**config.mk**
```make
export PLATFORM = sky130hd
export DESIGN_NAME = store_narrower
export DESIGN_NICKNAME = d
export VERILOG_FILES = /design/src/rtl/store_narrower.sv
export SDC_FILE = /design/constraint.sdc
export NUM_CORES = 1
export LEC_CHECK = 0
export ABC_AREA = 0
export BUFFER_PORTS_ARGS = -buffer_cell sky130_fd_sc_hd__buf_2
export CAP_MARGIN = 20
export CORE_ASPECT_RATIO = 1.25
export CORE_UTILIZATION = 45
export CTS_CLUSTER_SIZE = 28
export DETAILED_ROUTE_END_ITERATION = 8
export PLACE_DENSITY = 0.69
export SLEW_MARGIN = 25
export SYNTH_ARGS = -nofsm -noshare
export SYNTH_HDL_FRONTEND = slang
export SYNTH_SLANG_ARGS = --single-unit
```
**constraint.sdc**
```tcl
create_clock -name clk -period 2.35 [get_ports clk]
set_clock_uncertainty 0.15 [all_clocks]
set_input_delay 0.1175 -clock clk [delete_from_list [all_inputs] [get_ports clk]]
set_output_delay 0.1175 -clock clk [all_outputs]
set_load 0.03 [all_outputs]
```
**src/rtl/store_narrower.sv**
```systemverilog
// Serialises the low bytes of a 64-bit store value onto a narrow bus, LSB chunk first.
// It also flags whether the load-side extender would rebuild the original value.
module store_narrower #(
    parameter int LENGTH = 16
) (
    input  logic              clk,
    input  logic              reset,
    input  logic              in_valid,
    output logic              in_ready,
    input  logic [63:0]       in_data,
    input  logic [1:0]        in_size,
    input  logic              in_sign,
    output logic              out_valid,
    input  logic              out_ready,
    output logic [LENGTH-1:0] out_data,
    output logic              out_last,
    output logic              out_fits
);

    localparam int NCHUNK = 64 / LENGTH;
    localparam int IDXW   = (NCHUNK > 1) ? $clog2(NCHUNK) : 1;

    typedef enum logic {
        IDLE = 1'b0,
        SEND = 1'b1
    } state_t;

    state_t            state_q, state_d;
    logic [63:0]       data_q, data_d;
    logic [IDXW-1:0]   idx_q, idx_d;
    logic [IDXW-1:0]   last_q, last_d;
    logic              fits_q, fits_d;
    logic              rdy_q, rdy_d;

    logic              accept;
    logic              is_last;
    logic [63:0]       ext;
    logic [LENGTH-1:0] chunk [NCHUNK];
    int                nbits;
    int                nlast;

    assign accept  = (state_q == IDLE) && rdy_q && in_valid;
    assign is_last = (idx_q == last_q);

    // Truncate then re-extend: this is exactly what the load side rebuilds,
    // so it doubles as padding for sub-chunk sizes and as the fits reference.
    always_comb begin
        ext = in_data;
        case (in_size)
            2'b00:   ext = {{56{in_sign & in_data[7]}},  in_data[7:0]};
            2'b01:   ext = {{48{in_sign & in_data[15]}}, in_data[15:0]};
            2'b10:   ext = {{32{in_sign & in_data[31]}}, in_data[31:0]};
            default: ext = in_data;
        endcase
    end

    always_comb begin
        nbits = 8 << in_size;
        if (nbits > LENGTH) begin
            nlast = nbits / LENGTH - 1;
        end else begin
            nlast = 0;
        end
    end

    always_comb begin
        for (int i = 0; i < NCHUNK; i++) begin
            chunk[i] = data_q[i*LENGTH +: LENGTH];
        end
    end

    always_ff @(posedge clk or negedge reset) begin
        if (!reset) begin
            state_q <= IDLE;
        end else begin
            state_q <= state_d;
        end
    end

    always_comb begin
        state_d = state_q;
        case (state_q)
            IDLE: begin
                if (accept) begin
                    state_d = SEND;
                end
            end
            SEND: begin
                if (out_ready && is_last) begin
                    state_d = IDLE;
                end
            end
            default: state_d = IDLE;
        endcase
    end

    always_comb begin
        in_ready  = 1'b0;
        out_valid = 1'b0;
        out_data  = '0;
        out_last  = 1'b0;
        out_fits  = 1'b0;
        case (state_q)
            IDLE: begin
                in_ready = rdy_q;
            end
            SEND: begin
                out_valid = 1'b1;
                out_data  = chunk[idx_q];
                out_last  = is_last;
                out_fits  = fits_q;
            end
            default: begin
                in_ready = 1'b0;
            end
        endcase
    end

    always_comb begin
        data_d = data_q;
        idx_d  = idx_q;
        last_d = last_q;
        fits_d = fits_q;
        rdy_d  = 1'b1;
        if (accept) begin
            data_d = ext;
            idx_d  = '0;
            last_d = IDXW'(nlast);
            fits_d = (ext == in_data);
        end else if (state_q == SEND && out_ready && !is_last) begin
            idx_d = idx_q + 1'b1;
        end
    end

    always_ff @(posedge clk or negedge reset) begin
        if (!reset) begin
            data_q <= '0;
            idx_q  <= '0;
            last_q <= '0;
            fits_q <= 1'b0;
            rdy_q  <= 1'b0;
        end else begin
            data_q <= data_d;
            idx_q  <= idx_d;
            last_q <= last_d;
            fits_q <= fits_d;
            rdy_q  <= rdy_d;
        end
    end

endmodule

```
# Word-level counts from Yosys, hierarchy flattened
# Index checks and enable logic that the tools add are counted.
[classes]
n_reduce_logical = 9
n_mux = 15
n_lt_le_gt_ge = 2
add_sub_neg = 3
shifts = 1
bitwise = 6
n_eq_ne = 4
[op_table]
columns = ["cell", "count"]
rows = [
  ["64-bit one-hot mux with 3 select lines", 1],
  ["64-bit == test", 1],
  ["16-bit two-way mux", 3],
  ["16-bit binary-select mux with 2-bit select", 1],
  ["32-bit by 6-bit > comparator with 1-bit output (second input constant)", 1],
  ["4-bit by 2-bit << shifter with 32-bit output (first input constant)", 1],
  ["1-bit two-way mux", 6],
  ["2-bit two-way mux", 3],
  ["1-bit logical AND", 5],
  ["1-bit bitwise AND", 4],
  ["4-bit OR reduction", 1],
  ["3-bit greater-or-equal comparator (second input constant)", 1],
  ["2-bit NOT with 3-bit output", 1],
  ["2-bit by 1-bit adder with 2-bit output", 1],
  ["2-bit by 1-bit adder with 2-bit output (second input constant)", 1],
  ["2-bit by 1-bit == test with 1-bit output (second input constant)", 1],
  ["2-bit == test", 1],
  ["2-bit == test (second input constant)", 1],
  ["2-bit zero test", 1],
  ["1-bit one-hot mux with 2 select lines", 1],
  ["2-bit nonzero test", 1],
  ["2-bit subtractor (second input constant)", 1],
  ["1-bit zero test", 1],
  ["1-bit NOT", 1],
]
[word_totals]
ff_bits = 71
out_inout_bits = 20
elab_cells = 46

# Depth between registers and ports, before layout
# Gate-level depths: netlist of run 1.
[logic_depth]
word_depth = 6
mapped_depth = 6
ltp_nobuf = 4

# Worst setup path before layout of run 1
# OpenSTA, ideal clock, no wires.
[synth_timing]
path_kind = "reg-to-reg"
startpoint = "register state_q"
endpoint = "register data_q[0]"
setup_ns = 0.125
stages_incl_launch_ff = 6
arrival_time_ns = 1.861
path_buffers = 2
slack_ns = 0.214
period_less_slack_ns = 2.136
t_required_ns = 2.075
cell_sequence = "dfrtp_1 > nor2b_1 > and2_1 > buf_2 > buf_4 > mux2_2"
[synth_via]
elab_chain_len = 3
[synth_rtl]
columns = ["element", "line", "text"]
rows = [
  ["start: declaration", "28", "state_t state_q, state_d;"],
  ["start signal: assignment", "76", "state_q <= state_d;"],
  ["1-bit NOT", "-", ""],
  ["1-bit logical AND (2 in a row)", "42", "assign accept = (state_q == IDLE) && rdy_q && in_valid;"],
  ["end signal: assignment", "143", "data_q <= data_d;"],
  ["end: declaration", "29", "logic [63:0] data_q, data_d;"],
]
# No other way between the ends.
# A chain may end at the register's enable or synchronous reset.

# Worst setup path after layout of run 1
[layout_timing]
startpoint = "register idx_q[0]"
endpoint = "output port out_data[10]"
[layout_via]
elab_chain_len = 5
[layout_rtl]
columns = ["element", "line", "text"]
rows = [
  ["start: declaration", "30", "logic [IDXW-1:0] idx_q, idx_d;"],
  ["start signal: assignment", "144", "idx_q <= idx_d;"],
  ["2-bit NOT with 3-bit output (not written as such)", "109", "out_data = chunk[idx_q];"],
  ["16-bit binary-select mux with 2-bit select", "109", ""],
  ["16-bit two-way mux (not written as such) (2 in a row)", "109", ""],
  ["16-bit two-way mux", "103", "case (state_q)"],
  ["end: declaration", "15", "output logic [LENGTH-1:0] out_data,"],
]
# No other way between the ends. The select of a mux whose other input is x is not followed.

==> results of run 1 <==
[cell usage after synthesis, types with 4 or more instances]
library cell / number / area [um^2]
a21oi_1: 19 / 95.09
a31oi_1: 48 / 300.3
and2_1: 19 / 118.9
buf_2: 20 / 100.1
clkbuf_1: 7 / 26.28
dfrtp_1: 71 / 1777
mux2_2: 10 / 112.6
mux4_2: 16 / 360.4
nand2_1: 51 / 191.4
nand4_1: 17 / 106.4
nor2_1: 58 / 217.7
nor4_1: 17 / 106.4
xnor2_1: 4 / 35.03
[repair_timing]
item / CTS / global route
hold buffers: 66 / 0
endpoints found under the hold margin: 89 / 0
endpoints found under the setup margin: 0 / 0
[per-layer routing]
layer / vias up / track usage [%] / wire, um
met1: 1695 / 34.71 / 4624
met4: 0 / 11.02 / 263
met3: 21 / 3.730 / 543
met5: - / 0 / 0
met2: 133 / 44.54 / 5503
li1: 1703 / - / -
[final timing paths]
kind | from | endpoint | slack (ps) | depth (start not counted)
worst max-delay path | idx_q[0]$_DFFE_PN0P_ | out_data[10] | 170 | 4
worst min-delay path | in_size[1] | data_q[31]$_DFFE_PN0P_ | 90 | 3
worst max register to register | state_q$_DFF_PN0_ | data_q[49]$_DFFE_PN0P_ | 560 | 6
worst min register to register | data_q[0]$_DFFE_PN0P_ | data_q[0]$_DFFE_PN0P_ | 360 | 1
max in group asynchronous | reset | data_q[26]$_DFFE_PN0P_ | 1200 | 3
min in group asynchronous | reset | data_q[36]$_DFFE_PN0P_ | 220 | 2
[critical path: stages, from the launching register on]
cell and delay, ps:
dfrtp_1 330, buf_4 330, mux4_2 550, and2_1 180, buf_2 170
[registers in the layout, indices dropped and copies added, names as in the netlist]
| signal | flops |
|---|---|
| data_q | 64 |
| idx_q | 2 |
| last_q | 2 |
| fits_q | 1 |
| rdy_q | 1 |
| state_q | 1 |
[layout make-up]
cell class,instances,area share [%]
sequential,71,34.17
inverter,1,0.07218
multi-input combinational,278,34.77
clock buffer,13,3.056
tap,95,2.286
timing repair buffer,172,24.40
clock inverter,3,1.251
[logic make-up after synthesis]
kind of cell | synth area share [%]
AND/OR/NAND/NOR | 21.36
other | 0.09987
buffers and inverters | 4.598
XOR/XNOR | 0.9329
AO/OA/AOI/OAI | 12.70
flip-flops | 47.32
multiplexers | 13.00
[stage by stage]
step                area, um^2  hold slack, ps  utilization [%]
global route              5200           104.8            65.59
CTS                       5200           72.85            65.59
floorplan                 3755          -328.1                -
finish                    5200           92.53            65.59
global placement          4315           10.68            54.44
detailed placement        4315           14.65            54.44
[power groups by stage]
stage	clock (uW)	sequential, uW	combinational [uW]
floorplan	0	2070	2000
global placement	0	2220	2520
detailed placement	0	2240	2570
CTS	1100	2220	2660
global route	1170	2290	2880
finish	1090	2220	2650
==> impl_metrics.env, run 1 <==
export IMPL_p_leak_uw=0.002214
export IMPL_internal_power_uw=3733
export IMPL_final_common_cell="buf_2"
export IMPL_vias=3552
export IMPL_antenna_found_initial=0
export IMPL_cts_resized=0
export IMPL_drive_above_1_share_pct=27.88
export IMPL_multi_input_area_um2=1808
export IMPL_ys_warn_count=0
export IMPL_slew_viol_final=0
export IMPL_status="complete, no violations"
export IMPL_worst_setup_path_start_kind="register"
export IMPL_gr_total_overflow=0
export IMPL_root_buffer="clkbuf_8"
export IMPL_diodes=0
export IMPL_ys_flop_type="dfrtp_1"
export IMPL_syn_instance_count=382
export IMPL_power_density_nw_per_um2=1148
export IMPL_worst_ep_arrival_time_ps=1910
export IMPL_placedCellCount=551
export IMPL_tightest_slew_ps=626.6
export IMPL_cts_made_buffers=9
export IMPL_dp_hpwl_mm=7.514
export IMPL_ff_latch_area_um2=1777
export IMPL_layoutNonFillerInstCount=633
export IMPL_rows=36
export IMPL_layout_common_cells="buf_2 (90), dfrtp_1 (71), dlygate4sd3_1 (66)"
export IMPL_htreeDepth=3
export IMPL_setup_tns_ps=0
export IMPL_cts_buffer_depth=2
export IMPL_path_class="register to output port"
export IMPL_final_fill_count=632
export IMPL_ys_async_sr_fraction_pct=100.0
export IMPL_grt_start_max_net_pins=37
export IMPL_cp_required_ps=2080
export IMPL_ys_seq_area_share_pct=47.32
export IMPL_swShare_pct=37.48
export IMPL_p_sw_uw=2238
export IMPL_clkTransAtPathRegs_ps=70
export IMPL_syn_to_final_growth_pct=38.49
export IMPL_dpl_worst_slack_ps=512.3
export IMPL_syn_avg_cell_area_um2=9.829
export IMPL_die_area_um2=8716
export IMPL_p_comb_share_pct=44.5
export IMPL_dr_pass1_iters=5
export IMPL_die_w_um=83.70
export IMPL_hold_class="primary input to register"
export IMPL_end_kind="output port"
export IMPL_relSlewSlack_pct=58.23
export IMPL_synth_nets=453
export IMPL_finalWeightedCongestion=0.9315
export IMPL_postLayoutSetupSlackWorst_ps=170.6
export IMPL_die_h_um=104.1
export IMPL_final_hold_violation_count=0
export IMPL_setup_viol=0
export IMPL_synth_cell_types=34
export IMPL_start_util_pct=47.36
export IMPL_min_period_ps=2179
export IMPL_fmax_mhz=458.8
export IMPL_synth_edf_count=0
export IMPL_insertion_delay_ps=340
export IMPL_power_uw=5970
export IMPL_pin_count=91
export IMPL_first_iter_violations=289
export IMPL_finalCritPeriodShare_pct=92.74
export IMPL_core_um2=7928
export IMPL_cap_violations=0
export IMPL_postRouteAntennaNets=0
export IMPL_rsz0062_at_grt="false"
export IMPL_grt_pass1_wl_mm=18.01
export IMPL_cts_sinks=71
export IMPL_netlist_area_um2=3755
export IMPL_nets=604
export IMPL_pwr_share_clk_pct=18.3
export IMPL_avgRoutedWirePerCell_um=17.27
export IMPL_finalWirelength_mm=10.93
export IMPL_postCtsSetupRepairBufs=0
export IMPL_drt_vias_per_instance=5.611
export IMPL_drc=0
export IMPL_power_frac_seq_pct=37.2
export IMPL_grt_total_usage_pct=26.62
export IMPL_portBuffers=90
export IMPL_timing_critical_path_fanout_max=19
export IMPL_grt_pass1_vias=3592
export IMPL_cts_tree="built"
export IMPL_ys_seq_elements=71
export IMPL_worst_ir_drop_vdd_mv=0.6861
(Power assumes the default switching activity.)
==> run 2: changes to the inputs <==
--- a/config.mk
+++ b/config.mk
@@ -10,7 +10,6 @@
 export CAP_MARGIN = 20
 export CORE_ASPECT_RATIO = 1.25
 export CORE_UTILIZATION = 45
-export CTS_CLUSTER_SIZE = 28
 export DETAILED_ROUTE_END_ITERATION = 8
 export PLACE_DENSITY = 0.69
 export SLEW_MARGIN = 25
==> constraint.sdc (replaced) <==
create_clock -name clk -period 2.6 [get_ports clk]
set_clock_uncertainty 0.15 [all_clocks]
set_input_delay 0.13 -clock clk [delete_from_list [all_inputs] [get_ports clk]]
set_output_delay 0.13 -clock clk [all_outputs]
set_load 0.03 [all_outputs]
==> impl_metrics.env, run 2 (synthesis gave the netlist of run 1 again) <==
export IMPL_dr_pass1_iters=4
export IMPL_gr_total_overflow=0
export IMPL_regMostFlops="data_q"
export IMPL_cp_required_ps=2320
export IMPL_swShare_pct=38.91
export IMPL_first_iter_violations=258
export IMPL_internal_power_uw=3159
export IMPL_cts_sinks=71
export IMPL_timing_critical_path_fanout_max=19
export IMPL_setup_viol=0
export IMPL_avgRoutedWirePerCell_um=17.47
export IMPL_final_common_cell="buf_2"
export IMPL_drt_vias_per_instance=5.711
export IMPL_power_uw=5171
export IMPL_largest_reg_flops=64
export IMPL_grt_total_usage_pct=26.57
export IMPL_drc=0
export IMPL_slew_viol_final=0
export IMPL_cts_buffer_depth=2
export IMPL_ctsHoldBuffers=64
export IMPL_rows=36
export IMPL_nets=599
export IMPL_antenna_found_initial=0
export IMPL_finalWirelength_mm=10.94
export IMPL_dp_hpwl_mm=7.258
export IMPL_cap_violations=0
export IMPL_p_comb_share_pct=46.1
export IMPL_hold_class="primary input to register"
export IMPL_grt_pass1_wl_mm=17.77
export IMPL_tightest_slew_ps=579.4
export IMPL_postCtsSetupRepairBufs=0
export IMPL_die_w_um=83.70
export IMPL_root_buffer="clkbuf_8"
export IMPL_grt_pass1_vias=3545
export IMPL_start_util_pct=47.36
export IMPL_relSlewSlack_pct=61.28
export IMPL_layout_common_cells="buf_2 (90), dfrtp_1 (71), dlygate4sd3_1 (64)"
export IMPL_cts_made_buffers=9
export IMPL_clkTransAtPathRegs_ps=70
export IMPL_power_density_nw_per_um2=1017
export IMPL_insertion_delay_ps=340
export IMPL_cts_tree="built"
export IMPL_finalCritPeriodShare_pct=84.32
export IMPL_p_sw_uw=2012
export IMPL_final_hold_violation_count=0
export IMPL_syn_to_final_growth_pct=35.42
export IMPL_diodes=0
export IMPL_setup_tns_ps=0
export IMPL_min_period_ps=2192
export IMPL_path_class="register to output port"
export IMPL_cts_resized=0
export IMPL_core_um2=7928
export IMPL_end_kind="output port"
export IMPL_die_h_um=104.1
export IMPL_grt_start_max_net_pins=72
export IMPL_finalWeightedCongestion=0.9561
export IMPL_pwr_share_clk_pct=15.2
export IMPL_worst_setup_path_start_kind="register"
export IMPL_worst_ep_arrival_time_ps=1910
export IMPL_status="complete, no violations"
export IMPL_p_leak_uw=0.002161
export IMPL_power_frac_seq_pct=38.7
export IMPL_portBuffers=90
export IMPL_htreeDepth=3
export IMPL_die_area_um2=8716
export IMPL_worst_ir_drop_vdd_mv=0.6702
export IMPL_fmax_mhz=456.1
export IMPL_reg_largest_list="data_q (64), idx_q (2), last_q (2)"
export IMPL_final_core_util_pct=64.14
export IMPL_vias=3575
export IMPL_postRouteAntennaNets=0
export IMPL_rsz0062_at_grt="false"
export IMPL_pin_count=91
export IMPL_drive_above_1_share_pct=27.31
export IMPL_worst_hold_slack_ps=11.10
## run 2: metal layers
layer / routed length (um) / part of all wire (%) / vias up / GRT usage, %
li1: - / - / 1690 / -
met1: 4473 / 41 / 1723 / 33.79
met2: 5553 / 51 / 135 / 45.01
met3: 601 / 5.5 / 27 / 2.937
met4: 310 / 2.8 / 0 / 12.95
met5: 0 / 0 / - / 0
## run 2: area by class of cell
type	instances	area (um^2)
timing repair buffer	167	1214
multi-input combinational	278	1808
tap	95	118.9
clock inverter	1	5.005
clock buffer	13	158.9
sequential	71	1777
fill	635	2843
inverter	1	3.754
## run 2: final timing paths
| kind | startpoint | end | slack [ps] | cells past startpoint |
|---|---|---|---|---|
| worst max register to register | state_q$_DFF_PN0_ | fits_q$_DFFE_PN0P_ | 890 | 4 |
| max in group asynchronous | reset | data_q[17]$_DFFE_PN0P_ | 1780 | 3 |
| worst min register to register | data_q[5]$_DFFE_PN0P_ | data_q[5]$_DFFE_PN0P_ | 360 | 1 |
| worst min-delay path | in_data[11] | data_q[11]$_DFFE_PN0P_ | 10 | 3 |
| worst max-delay path | idx_q[0]$_DFFE_PN0P_ | out_data[14] | 410 | 4 |
| min in group asynchronous | reset | data_q[0]$_DFFE_PN0P_ | 180 | 3 |
## run 2: stage by stage
stage	instance area, um^2	cells	setup slack [ps]
after global placement	4280	548	784.3
after detailed placement	4280	548	747.6
after floorplan	3755	382	464.0
after global routing	5085	626	318.9
final	5085	626	407.6
after CTS	5085	626	372.9
## run 2: critical path, stage by stage, from the launching register on
cell and delay, ps:
dfrtp_1 330, buf_4 320, mux4_2 570, and2_1 170
buf_2 170
## run 2: power groups by stage
stage	registers [uW]	logic, uW	clock network, uW
final	2000	2380	788
after global routing	2070	2600	842
after CTS	2000	2390	793
after detailed placement	2020	2310	0
after global placement	2000	2270	0
after floorplan	1870	1800	0
